===== config.mk =====
export PLATFORM = sky130hd
export DESIGN_NAME = sru_spike_scheduler
export DESIGN_NICKNAME = d
export VERILOG_FILES = /design/src/rtl/sru_sched_pkg.sv /design/src/rtl/sru_prio_enc.sv /design/src/rtl/sru_spike_scheduler.sv
export SDC_FILE = /design/constraint.sdc
export NUM_CORES = 1
export LEC_CHECK = 0
export CAP_MARGIN = 20
export CELL_PAD_IN_SITES_DETAIL_PLACEMENT = 1
export CELL_PAD_IN_SITES_GLOBAL_PLACEMENT = 2
export CORE_MARGIN = 2
export CORE_UTILIZATION = 33
export CTS_CLUSTER_DIAMETER = 100
export DETAILED_ROUTE_END_ITERATION = 8
export PLACE_DENSITY = 0.95
export SYNTH_ARGS = -nofsm -noshare
export SYNTH_HDL_FRONTEND = slang
export SYNTH_SLANG_ARGS = --single-unit

===== constraint.sdc =====
create_clock -name clk -period 5.9 [get_ports clk]
set_input_delay 1.18 -clock clk [delete_from_list [all_inputs] [get_ports clk]]
set_output_delay 1.18 -clock clk [all_outputs]
set_load 0.01 [all_outputs]

===== src/rtl/sru_sched_pkg.sv =====
// Shared types and defaults for the SRU spike scheduler.
package sru_sched_pkg;

    localparam int unsigned DEF_NUM_IN  = 16;
    localparam int unsigned DEF_W_WIDTH = 16;

    typedef enum logic [2:0] {
        IDLE,
        SCAN,
        ISSUE,
        DECAY,
        DONE
    } state_t;

    localparam logic PHASE_EXC = 1'b1;
    localparam logic PHASE_INH = 1'b0;

endpackage


===== src/rtl/sru_prio_enc.sv =====
// Combinational lowest-set-bit finder over the pending-spike candidates.
module sru_prio_enc #(
    parameter int unsigned NUM_IN = 16,
    parameter int unsigned ADDR_W = $clog2(NUM_IN)
) (
    input  logic [NUM_IN-1:0] req,
    output logic              any,
    output logic [ADDR_W-1:0] idx
);

    // Descending scan so the lowest set index is the final assignment.
    always_comb begin
        any = |req;
        idx = '0;
        for (int i = int'(NUM_IN) - 1; i >= 0; i--) begin
            if (req[i]) begin
                idx = ADDR_W'(i);
            end
        end
    end

endmodule


===== src/rtl/sru_spike_scheduler.sv =====
// Serialises one timestep's presynaptic spikes into SRU update steps:
// excitatory phase first, then inhibitory, one weight RAM read per spike.
module sru_spike_scheduler
    import sru_sched_pkg::*;
#(
    parameter int unsigned NUM_IN  = DEF_NUM_IN,
    parameter int unsigned W_WIDTH = DEF_W_WIDTH,
    parameter int unsigned ADDR_W  = $clog2(NUM_IN)
) (
    input  logic               clk,
    input  logic               reset,
    input  logic               ts_start,
    input  logic [NUM_IN-1:0]  spike_vec,
    input  logic [NUM_IN-1:0]  exc_mask,
    output logic               w_rd_en,
    output logic [ADDR_W-1:0]  w_addr,
    input  logic [W_WIDTH-1:0] w_rdata,
    output logic               sru_step,
    output logic [W_WIDTH-1:0] sru_wi,
    output logic               sru_E_plus,
    output logic               sru_Ein,
    output logic               busy,
    output logic               done,
    output logic               ts_overrun
);

    state_t              state, state_n;
    logic                phase, phase_n;
    logic                issued, issued_n;
    logic [NUM_IN-1:0]   pend, pend_n;
    logic [NUM_IN-1:0]   emask, emask_n;

    logic                step_n, eplus_n, ein_n, busy_n, done_n, ovr_n;
    logic [W_WIDTH-1:0]  wi_n;
    logic                rd_en_n;
    logic [ADDR_W-1:0]   addr_n;

    logic [NUM_IN-1:0]   cand_n;
    logic                enc_any;
    logic [ADDR_W-1:0]   enc_idx;

    // Next-state and next-output logic.
    always_comb begin
        state_n  = state;
        phase_n  = phase;
        issued_n = issued;
        pend_n   = pend;
        emask_n  = emask;
        step_n   = 1'b0;
        eplus_n  = 1'b0;
        ein_n    = sru_Ein;
        wi_n     = sru_wi;
        busy_n   = busy;
        done_n   = 1'b0;
        ovr_n    = ts_start && (state != IDLE);

        case (state)
            IDLE: begin
                if (ts_start) begin
                    pend_n   = spike_vec;
                    emask_n  = exc_mask;
                    phase_n  = PHASE_EXC;
                    issued_n = 1'b0;
                    busy_n   = 1'b1;
                    state_n  = SCAN;
                end
            end
            SCAN: begin
                // w_rd_en was registered from this cycle's candidates, so it doubles as "candidate found".
                if (w_rd_en) begin
                    pend_n  = pend & ~(NUM_IN'(1) << w_addr);
                    state_n = ISSUE;
                end else if (!issued) begin
                    state_n = DECAY;
                end else if (phase == PHASE_EXC) begin
                    phase_n  = PHASE_INH;
                    issued_n = 1'b0;
                end else begin
                    state_n = DONE;
                    busy_n  = 1'b0;
                    done_n  = 1'b1;
                end
            end
            ISSUE: begin
                step_n   = 1'b1;
                eplus_n  = 1'b1;
                ein_n    = phase;
                wi_n     = w_rdata;
                issued_n = 1'b1;
                state_n  = SCAN;
            end
            DECAY: begin
                step_n = 1'b1;
                ein_n  = phase;
                wi_n   = '0;
                if (phase == PHASE_EXC) begin
                    phase_n  = PHASE_INH;
                    issued_n = 1'b0;
                    state_n  = SCAN;
                end else begin
                    state_n = DONE;
                    busy_n  = 1'b0;
                    done_n  = 1'b1;
                end
            end
            DONE: begin
                state_n = IDLE;
            end
            default: begin
                state_n = IDLE;
            end
        endcase
    end

    // Look ahead one cycle so the RAM read strobe is already registered in the SCAN cycle.
    assign cand_n = pend_n & ((phase_n == PHASE_EXC) ? emask_n : ~emask_n);

    sru_prio_enc #(
        .NUM_IN (NUM_IN),
        .ADDR_W (ADDR_W)
    ) u_prio_enc (
        .req (cand_n),
        .any (enc_any),
        .idx (enc_idx)
    );

    assign rd_en_n = (state_n == SCAN) && enc_any;
    assign addr_n  = rd_en_n ? enc_idx : w_addr;

    always_ff @(posedge clk or posedge reset) begin
        if (reset) begin
            state      <= IDLE;
            phase      <= PHASE_INH;
            issued     <= 1'b0;
            pend       <= '0;
            emask      <= '0;
            w_rd_en    <= 1'b0;
            w_addr     <= '0;
            sru_step   <= 1'b0;
            sru_wi     <= '0;
            sru_E_plus <= 1'b0;
            sru_Ein    <= 1'b0;
            busy       <= 1'b0;
            done       <= 1'b0;
            ts_overrun <= 1'b0;
        end else begin
            state      <= state_n;
            phase      <= phase_n;
            issued     <= issued_n;
            pend       <= pend_n;
            emask      <= emask_n;
            w_rd_en    <= rd_en_n;
            w_addr     <= addr_n;
            sru_step   <= step_n;
            sru_wi     <= wi_n;
            sru_E_plus <= eplus_n;
            sru_Ein    <= ein_n;
            busy       <= busy_n;
            done       <= done_n;
            ts_overrun <= ovr_n;
        end
    end

endmodule


## After elaboration in Yosys (flattened, before gate mapping)

Cells that the tools add are included.
W data, S select, Z words.

- Shift operators: 1
- Reductions and logical operators: 11
- Bitwise gates (word level): 4
- Mux-type cells: 48
- Eq/ne operators: 8

Operator list:

| cell | number |
|---|---|
| $mux W16 | 5 |
| $mux W4 | 16 |
| $pmux W16 S2 | 2 |
| $and A16 B16 Y16 | 2 |
| $not A16 Y16 | 2 |
| $reduce_or A16 Y1 | 1 |
| $shl A1 B4 Y16 const A | 1 |
| $mux W1 | 15 |
| $mux W3 | 5 |
| $pmux W3 S4 | 1 |
| $ne A2 B2 Y1 const B | 4 |
| $reduce_and A4 Y1 | 2 |
| $eq A3 B1 Y1 const B | 2 |
| $eq A3 B2 Y1 const B | 2 |
| $pmux W1 S3 | 2 |
| $reduce_bool A3 Y1 | 2 |
| $pmux W1 S4 | 1 |
| $reduce_bool A4 Y1 | 1 |
| $logic_not A3 Y1 | 1 |
| $logic_and A1 B1 Y1 | 2 |
| $pmux W1 S2 | 1 |
| $reduce_bool A2 Y1 | 1 |
| $reduce_or A2 Y1 | 1 |

- Register bits: 64
- Bits of input ports: 51
- Output and inout bits: 27
- Logic and storage cells: 86

## Logic depth before layout (Yosys ltp)

Gate-level depths: netlist of run 1.

- Word-level depth: 22
- Mapped depth: 12

## Modules after synthesis

Synthesis of run 1 repeated with hierarchy kept, for this count alone.

- Cells, all modules: 345
- Area, all modules: 3259.4 sq um

By module, submodules not included:

| module | cells an instance | instances | area each (sq um) |
|---|---|---|---|
| sru_spike_scheduler | 311 | 1 | 3083.0 |
| sru_prio_enc | 34 | 1 | 176.4 |

## Worst setup path before layout of run 1

No wires, ideal clock.

- Path type: in2reg
- Start point: input port ts_start
- End point: register w_addr[0]
- Arrival: 3176 ps
- Setup slack: 2599 ps
- Stages: 10
- Data required time: 5775 ps
- Setup time: 125 ps
- Cells stage by stage: nor4b_4 buf_6 buf_2 mux2i_1 a21oi_1 o21ai_0 nand2_1 nor4_4 a31oi_2 mux2_4

- Elaborated cells between the ends (all ways): 30

RTL lines:

| what | line | RTL |
|---|---|---|
| start, declared | sru_spike_scheduler.sv:12 | `input logic ts_start,` |
| branches (longest 6 deep; another with $mux W16) | - |  |
| $logic_and A1 B1 Y1 * | sru_spike_scheduler.sv:127 | `assign rd_en_n = (state_n == SCAN) && enc_any;` |
| via rd_en_n | sru_spike_scheduler.sv:35 | `logic rd_en_n;` |
| end signal, assigned | sru_spike_scheduler.sv:153 | `w_addr <= addr_n;` |
| end, declared | sru_spike_scheduler.sv:16 | `output logic [ADDR_W-1:0] w_addr,` |

Mark *: on every way through the listed nets, which the timed path passes.
A chain may end at the register's enable or synchronous reset.

## Worst setup path in the final report of run 1

- Start point: input port ts_start
- End point: register w_addr[0]

- Elaborated cells between the ends (all ways): 30

RTL lines:

| what | line | RTL |
|---|---|---|
| $mux W16 * | sru_spike_scheduler.sv:59 | `if (ts_start) begin` |
| $mux W16 * | sru_spike_scheduler.sv:57 | `case (state)` |
| via emask_n[13] | sru_spike_scheduler.sv:31 | `logic [NUM_IN-1:0] emask, emask_n;` |
| $not A16 Y16 | sru_spike_scheduler.sv:116 | `assign cand_n = pend_n & ((phase_n == PHASE_EXC) ? emask_n : ~emask_n);` |
| $mux W16 * | sru_spike_scheduler.sv:116 |  |
| $and A16 B16 Y16 * | sru_spike_scheduler.sv:116 |  |
| $reduce_or A16 Y1 * | sru_prio_enc.sv:13 | `any = \|req;` |
| $logic_and A1 B1 Y1 * | sru_spike_scheduler.sv:127 |  |
| via rd_en_n | sru_spike_scheduler.sv:35 |  |

Mark *: on every way through the listed nets, which the timed path passes. The rest lies on a longest branch.

==> summary.md, run 1 <==
| Metric | Value |
|---|---|
| Total Routing Usage GR | `17.8%` |
| Worst R2R Start | `state[0]` |
| Final hold vios | `0` |
| CP Data Arrival Time | `4.27 ns` |
| Area contributors post-synth | `dfrtp_1, nand2_1, o21ai_0` |
| Synthesized area | `3480 sq um` |
| Post-Synthesis Net Count | `415` |
| Critical path class | `primary input to flip-flop` |
| Clock Latency Late Sink | `0.35 ns` |
| CTS clk-pin slew, worst paths | `0.08 ns` |
| M1 WL | `4.48 mm` |
| Initial cell density of the core | `33.9%` |
| RR Endpoint | `w_addr[0]` |
| Hold Path Sink | `sru_wi[10]` |
| Drt drc | `0` |
| Cells after Synth | `364` |
| Unrepaired setup endpoints after global routing | `no` |
| Tmin final | `4.03 ns` |
| Die area | `11400 sq um` |
| Final std cells w/o fill | `575` |
| I/O Buffers | `77` |
| CTS tree | `built` |
| Largest net degree at the start of global routing | `65` |
| Final setup viols | `0` |
| Total Power | `2.81 mW` |
| NumNets Final | `485` |
| Core Box Area | `10300 sq um` |
| Met3 wire length | `569 microns` |
| Number of cells upsized or downsized after cts | `0` |
| Die X | `107 microns` |
| Fmax | `248 MHz` |
| Yosys warns | `0` |
| Share of layout cells above drive strength 1 | `10.5%` |
| Filler cells | `1195` |
| Worst IR Drop VDD | `0.000201 V` |
| Power per Cell Area | `622 nW/um^2` |
| Delay-heaviest family, CP | `buffers and inverters` |
| Slew Limit Fails | `0` |
| Worst-path maximum fanout | `59` |
| Slew HR | `41.3%` |
| Post-synth top cells | `dfrtp_1, nand2_1, o21ai_0` |
| Synthesis-to-finish area growth | `29.7%` |
| Vias in the first global route | `3092` |
| Global-route wire length before repair | `15.8 mm` |
| Worst Path Buf+Inv | `2` |
| Setup TNS | `0 ns` |
| Distinct cells, synth | `64` |
| Row cnt | `37` |
| Crit path launch | `ts_start` |
| GP Congestion | `0.910` |
| Critical path's slowest cell | `buf_4` |
| Initial antenna violation count | `0` |
| Multi-input gate area in the final layout | `1670 sq um` |
| Die Y | `107 microns` |
| Reg2Reg Setup Slack | `2.19 ns` |
| CTS sink cnt | `64` |
| Hold Worst Slack | `0.490 ns` |
| CTS root buffer | `clkbuf_8` |
| Post-DP Area | `4310 sq um` |
| Async S/R FF share, synth | `100%` |
| Worst Reg-to-Reg Cells | `8` |
| Yosys reg bits | `64` |
| Synth Flop Type | `dfrtp_1` |
| Design area | `4520 sq um` |
| Worst-margin pin slew | `0.881 ns` |
| Syn avg cell area | `9.57 sq um` |
| Routed Antenna Nets | `0` |
| Max_cap viols | `0` |
| Leading area contributor after synthesis | `dfrtp_1` |
| GRT Residual Overflow | `0` |
| Total I/O pin count | `78` |
| Initial DRC Count | `141` |
| Fin Clk Skew | `0.0120 ns` |
| Sequential area share after synthesis | `46.0%` |
| WL/cell | `17.3 microns` |
| Tcrit/Tclk final | `68.4%` |
| Max Buffers Root-to-Sink | `2` |
| Drt total wl | `9.92 mm` |
| Highest metal used | `met4` |
| Worst path required time | `6.14 ns` |
| Slowest stage delay, CP | `0.55 ns` |
| Antenna cell count | `0` |
| Crit. End Element | `flip-flop` |
| Synth top area share | `46.0%` |
| Outcome | `finished, final reports clean` |
| Leak Pwr | `1.89 nW` |
| Routed vias/inst | `5.24` |
| Final WS setup | `1.87 ns` |
| Routed vias | `3015` |
| Final core occ | `44.0%` |
| Most numerous cell in the Yosys netlist | `dfrtp_1` |
| Metal2 WL | `4.69 mm` |
| Worst Hold Depth | `2` |
| CTS Hold Buffers Added | `0` |
| Worst hold-check path type | `flip-flop to flip-flop` |
| First drt pass iteration count | `4` |
| Number of synthesized flops with an enable pin | `0` |
| Setup crit start kind | `primary input` |
| Register Area | `1600 sq um` |
| Post CTS Setup Buffer Count | `0` |
| Dpl ws | `1.52 ns` |
| Post-placement cell count | `558` |
| Hold wc startpoint | `sru_wi[10]` |
| Inserted Clock Buffers | `9` |
| HPWL after detailed placement | `7.08 mm` |
| Critical path cell sequence | `clkdlybuf4s50_1, nor4b_4, buf_4, mux2_2, a221oi_1, nor2_1, nor4_4, a31oi_2, mux2_4` |
| H-tree levels | `3` |
[routing by layer]
layer | GRT usage [%] | up-vias
li1 | - | 1440
met1 | 23.0 | 1474
met2 | 29.6 | 86
met3 | 3.83 | 15
met4 | 6.12 | 0
met5 | 0 | -
[cell type report]
type | count | area share, %
multi-input cells | 258 | 37.1
flip-flops and latches | 64 | 35.4
repair buffers | 80 | 17.6
well taps | 136 | 3.77
clock buffers | 9 | 2.74
inverters | 21 | 1.74
clock inverters | 7 | 1.61
[worst reg2reg max path, stage by stage, from the launching register on]
cell and delay (ns):
dfrtp_1 0.93, nand2b_1 0.21, a22o_1 0.50, nor2_2 0.61, inv_2 0.17, or3_1 0.45, a21oi_2 0.24, a31oi_2 0.16
mux2_4 0.32
[sequential cells by signal (all words and copies together) (netlist names)]
register / cells
sru_wi: 16
busy: 1
emask: 16
w_rd_en: 1
sru_step: 1
phase: 1
issued: 1
state: 3
sru_Ein: 1
sru_E_plus: 1
done: 1
w_addr: 4
pend: 16
ts_overrun: 1
[logic make-up after synthesis]
kind of cell,after synthesis,share of synthesized area (%)
mux,15,4.63
compound gates,105,22.1
simple gates,133,20.1
buf+inv,42,5.96
xor+xnor,5,1.26
flops,64,46.0
[power breakdown]
group	total, mW	internal (mW)	switching, mW	leakage (nW)
logic	1.61	0.708	0.904	0.994
registers	0.820	0.651	0.168	0.797
clock network	0.380	0.195	0.185	0.0952
total	2.81	1.55	1.26	1.89
[layout by cell type, fill, tap and decap left out, types with 3 or more instances in the layout]
cell type	count
a21o_1	3
a21oi_1	8
a311oi_1	3
clkbuf_8	9
clkdlybuf4s50_1	77
dfrtp_1	64
inv_1	18
inv_2	3
mux2_2	5
mux2i_1	9
nand2_1	60
nand2b_1	23
nand3_1	6
nor2_1	14
nor3_1	9
o211ai_1	3
o21ai_0	31
o21ai_1	7
o22ai_1	3
o311ai_0	6
o311ai_1	4
o31a_1	3
o31ai_1	4
or3_1	6
xnor2_1	5
[worst max-delay path by stage]
| stage | slack [ns] | end | depth (start not counted) |
|---|---|---|---|
| floorplan | 2.60 | w_addr[0] | 10 |
| global placement | 1.62 | w_addr[0] | 9 |
| detailed placement | 1.52 | w_addr[0] | 9 |
| CTS | 1.88 | w_addr[0] | 9 |
| global route | 1.72 | w_addr[0] | 9 |
| finish | 1.87 | w_addr[0] | 9 |
(Power assumes the default switching activity.)
==> inputs of run 2 (changes only) <==
--- a/config.mk
+++ b/config.mk
@@ -9,10 +9,10 @@
 export CELL_PAD_IN_SITES_DETAIL_PLACEMENT = 1
 export CELL_PAD_IN_SITES_GLOBAL_PLACEMENT = 2
 export CORE_MARGIN = 2
-export CORE_UTILIZATION = 33
+export CORE_UTILIZATION = 31
 export CTS_CLUSTER_DIAMETER = 100
 export DETAILED_ROUTE_END_ITERATION = 8
-export PLACE_DENSITY = 0.95
+export PLACE_DENSITY = 0.91
 export SYNTH_ARGS = -nofsm -noshare
 export SYNTH_HDL_FRONTEND = slang
 export SYNTH_SLANG_ARGS = --single-unit
==> constraint.sdc (replaced) <==
create_clock -name clk -period 3.72 [get_ports clk]
set_input_delay 0.744 -clock clk [delete_from_list [all_inputs] [get_ports clk]]
set_output_delay 0.744 -clock clk [all_outputs]
set_load 0.01 [all_outputs]
==> summary.md, run 2 (same netlist as run 1, synthesis figures left out) <==
| Metric | Value |
|---|---|
| Worst hold-check path type | `flip-flop to flip-flop` |
| Hold Path Sink | `sru_wi[3]` |
| Post CTS Setup Buffer Count | `0` |
| Fin Clk Skew | `0.00879 ns` |
| Leak Pwr | `1.99 nW` |
| Final core occ | `43.3%` |
| Worst IR Drop VDD | `0.000340 V` |
| Slew HR | `43.7%` |
| Core Box Area | `10900 sq um` |
| Worst R2R Start | `state[1]` |
| Dpl ws | `-0.0699 ns` |
| Vias in the first global route | `3320` |
| Worst Hold Depth | `2` |
| Crit. End Element | `flip-flop` |
| GP Congestion | `0.924` |
| Final hold vios | `0` |
| Worst Reg-to-Reg Cells | `9` |
| Largest net degree at the start of global routing | `65` |
| CTS sink cnt | `64` |
| Largest registers | `emask (16), pend (16), sru_wi (16)` |
| CTS tree | `built` |
| Drt total wl | `10.7 mm` |
| NumNets Final | `500` |
| Slew Limit Fails | `0` |
| Outcome | `finished, final reports clean` |
| Max_cap viols | `0` |
| Unrepaired setup endpoints after global routing | `no` |
| Die Y | `110 microns` |
| CTS root buffer | `clkbuf_8` |
| H-tree levels | `3` |
| Total I/O pin count | `78` |
| Max Buffers Root-to-Sink | `2` |
| Worst path required time | `3.97 ns` |
| Commonest non-fill, non-tap cell in the layout | `clkdlybuf4s50_1` |
| Setup crit start kind | `primary input` |
| Crit path launch | `ts_start` |
| Critical path class | `primary input to flip-flop` |
| Initial antenna violation count | `0` |
| WL/cell | `18.0 microns` |
| Post-placement cell count | `577` |
| Routed Antenna Nets | `0` |
| Hold Worst Slack | `0.484 ns` |
| Die X | `110 microns` |
| GRT Residual Overflow | `0` |
| Global-route wire length before repair | `17.0 mm` |
| CP Data Arrival Time | `3.75 ns` |
| Clock Latency Late Sink | `0.36 ns` |
| Hold wc startpoint | `sru_wi[3]` |
| Die area | `12100 sq um` |
| Antenna cell count | `0` |
| Tmin final | `3.50 ns` |
| CTS clk-pin slew, worst paths | `0.08 ns` |
| Power per Cell Area | `1030 nW/um^2` |
| Tcrit/Tclk final | `94.1%` |
| I/O Buffers | `77` |
| Number of cells upsized or downsized after cts | `0` |
| Reg2Reg Setup Slack | `0.48 ns` |
| Final setup viols | `0` |
| RR Endpoint | `w_addr[0]` |
| Most frequent cells in the layout | `clkdlybuf4s50_1, dfrtp_1, nand2_1` |
| Synthesis-to-finish area growth | `35.2%` |
| Fmax | `286 MHz` |
| CTS Hold Buffers Added | `0` |
| Initial DRC Count | `134` |
| Initial cell density of the core | `32.0%` |
| HPWL after detailed placement | `7.95 mm` |
| Final WS setup | `0.221 ns` |
| Drt drc | `0` |
| Row cnt | `38` |
| First drt pass iteration count | `4` |
| Share of layout cells above drive strength 1 | `13.4%` |
| Total Routing Usage GR | `18.9%` |
| Routed vias/inst | `5.23` |
| Worst-margin pin slew | `0.844 ns` |
| Final std cells w/o fill | `594` |
| Routed vias | `3109` |
| Inserted Clock Buffers | `9` |
| Worst-path maximum fanout | `8` |
run 2: metrics by stage:
stage,total power [mW],instance area (sq um),setup TNS [ns]
final,4.85,4710,0
after global routing,5.23,4710,0
after CTS,4.85,4700,0
after detailed placement,4.01,4430,-0.0699
after global placement,3.91,4430,0
after floorplan,3.04,3480,0
run 2: critical path, stage by stage:
cell and delay (ns):
clkdlybuf4s50_1 0.52, nor4b_4 0.53, buf_4 0.25, mux2i_1 0.38, a211oi_1 0.10, o221ai_1 0.25
o2111ai_1 0.21, and4b_1 0.24, o31a_1 0.27, mux2_4 0.25
run 2: how the worst max path moves through the flow:
stage               cells after the start        end  slack (ns)
finish                                 10  w_addr[0]        0.22
global route                           10  w_addr[0]        0.04
CTS                                    10  w_addr[0]        0.25
detailed placement                     10  w_addr[0]       -0.07
global placement                        9  w_addr[0]        0.02
floorplan                              10  w_addr[0]        0.86
run 2: layout make-up:
class	instances	area [sq um]
Clock buffer	9	124
Clock inverter	7	144
Fill cell	1253	6180
Inverter	21	78.8
Multi-Input combinational cell	258	1670
Sequential cell	64	1600
Tap cell	140	175
Timing Repair Buffer	95	913
run 2: power by group:
part	switching, mW	internal, mW	leakage [nW]
clock network	0.301	0.514	0.126
logic	1.51	1.24	1.07
registers	0.246	1.03	0.797
run 2: per-layer routing:
metal | vias to the layer above | global-route usage [%] | routed length, microns | part of all wire (%)
met4 | 0 | 8.14 | 258 | 2.4
met3 | 18 | 3.64 | 525 | 4.9
met2 | 88 | 31.8 | 5090 | 48
met1 | 1539 | 23.5 | 4840 | 45
met5 | - | 0 | 0 | 0
li1 | 1464 | - | - | -
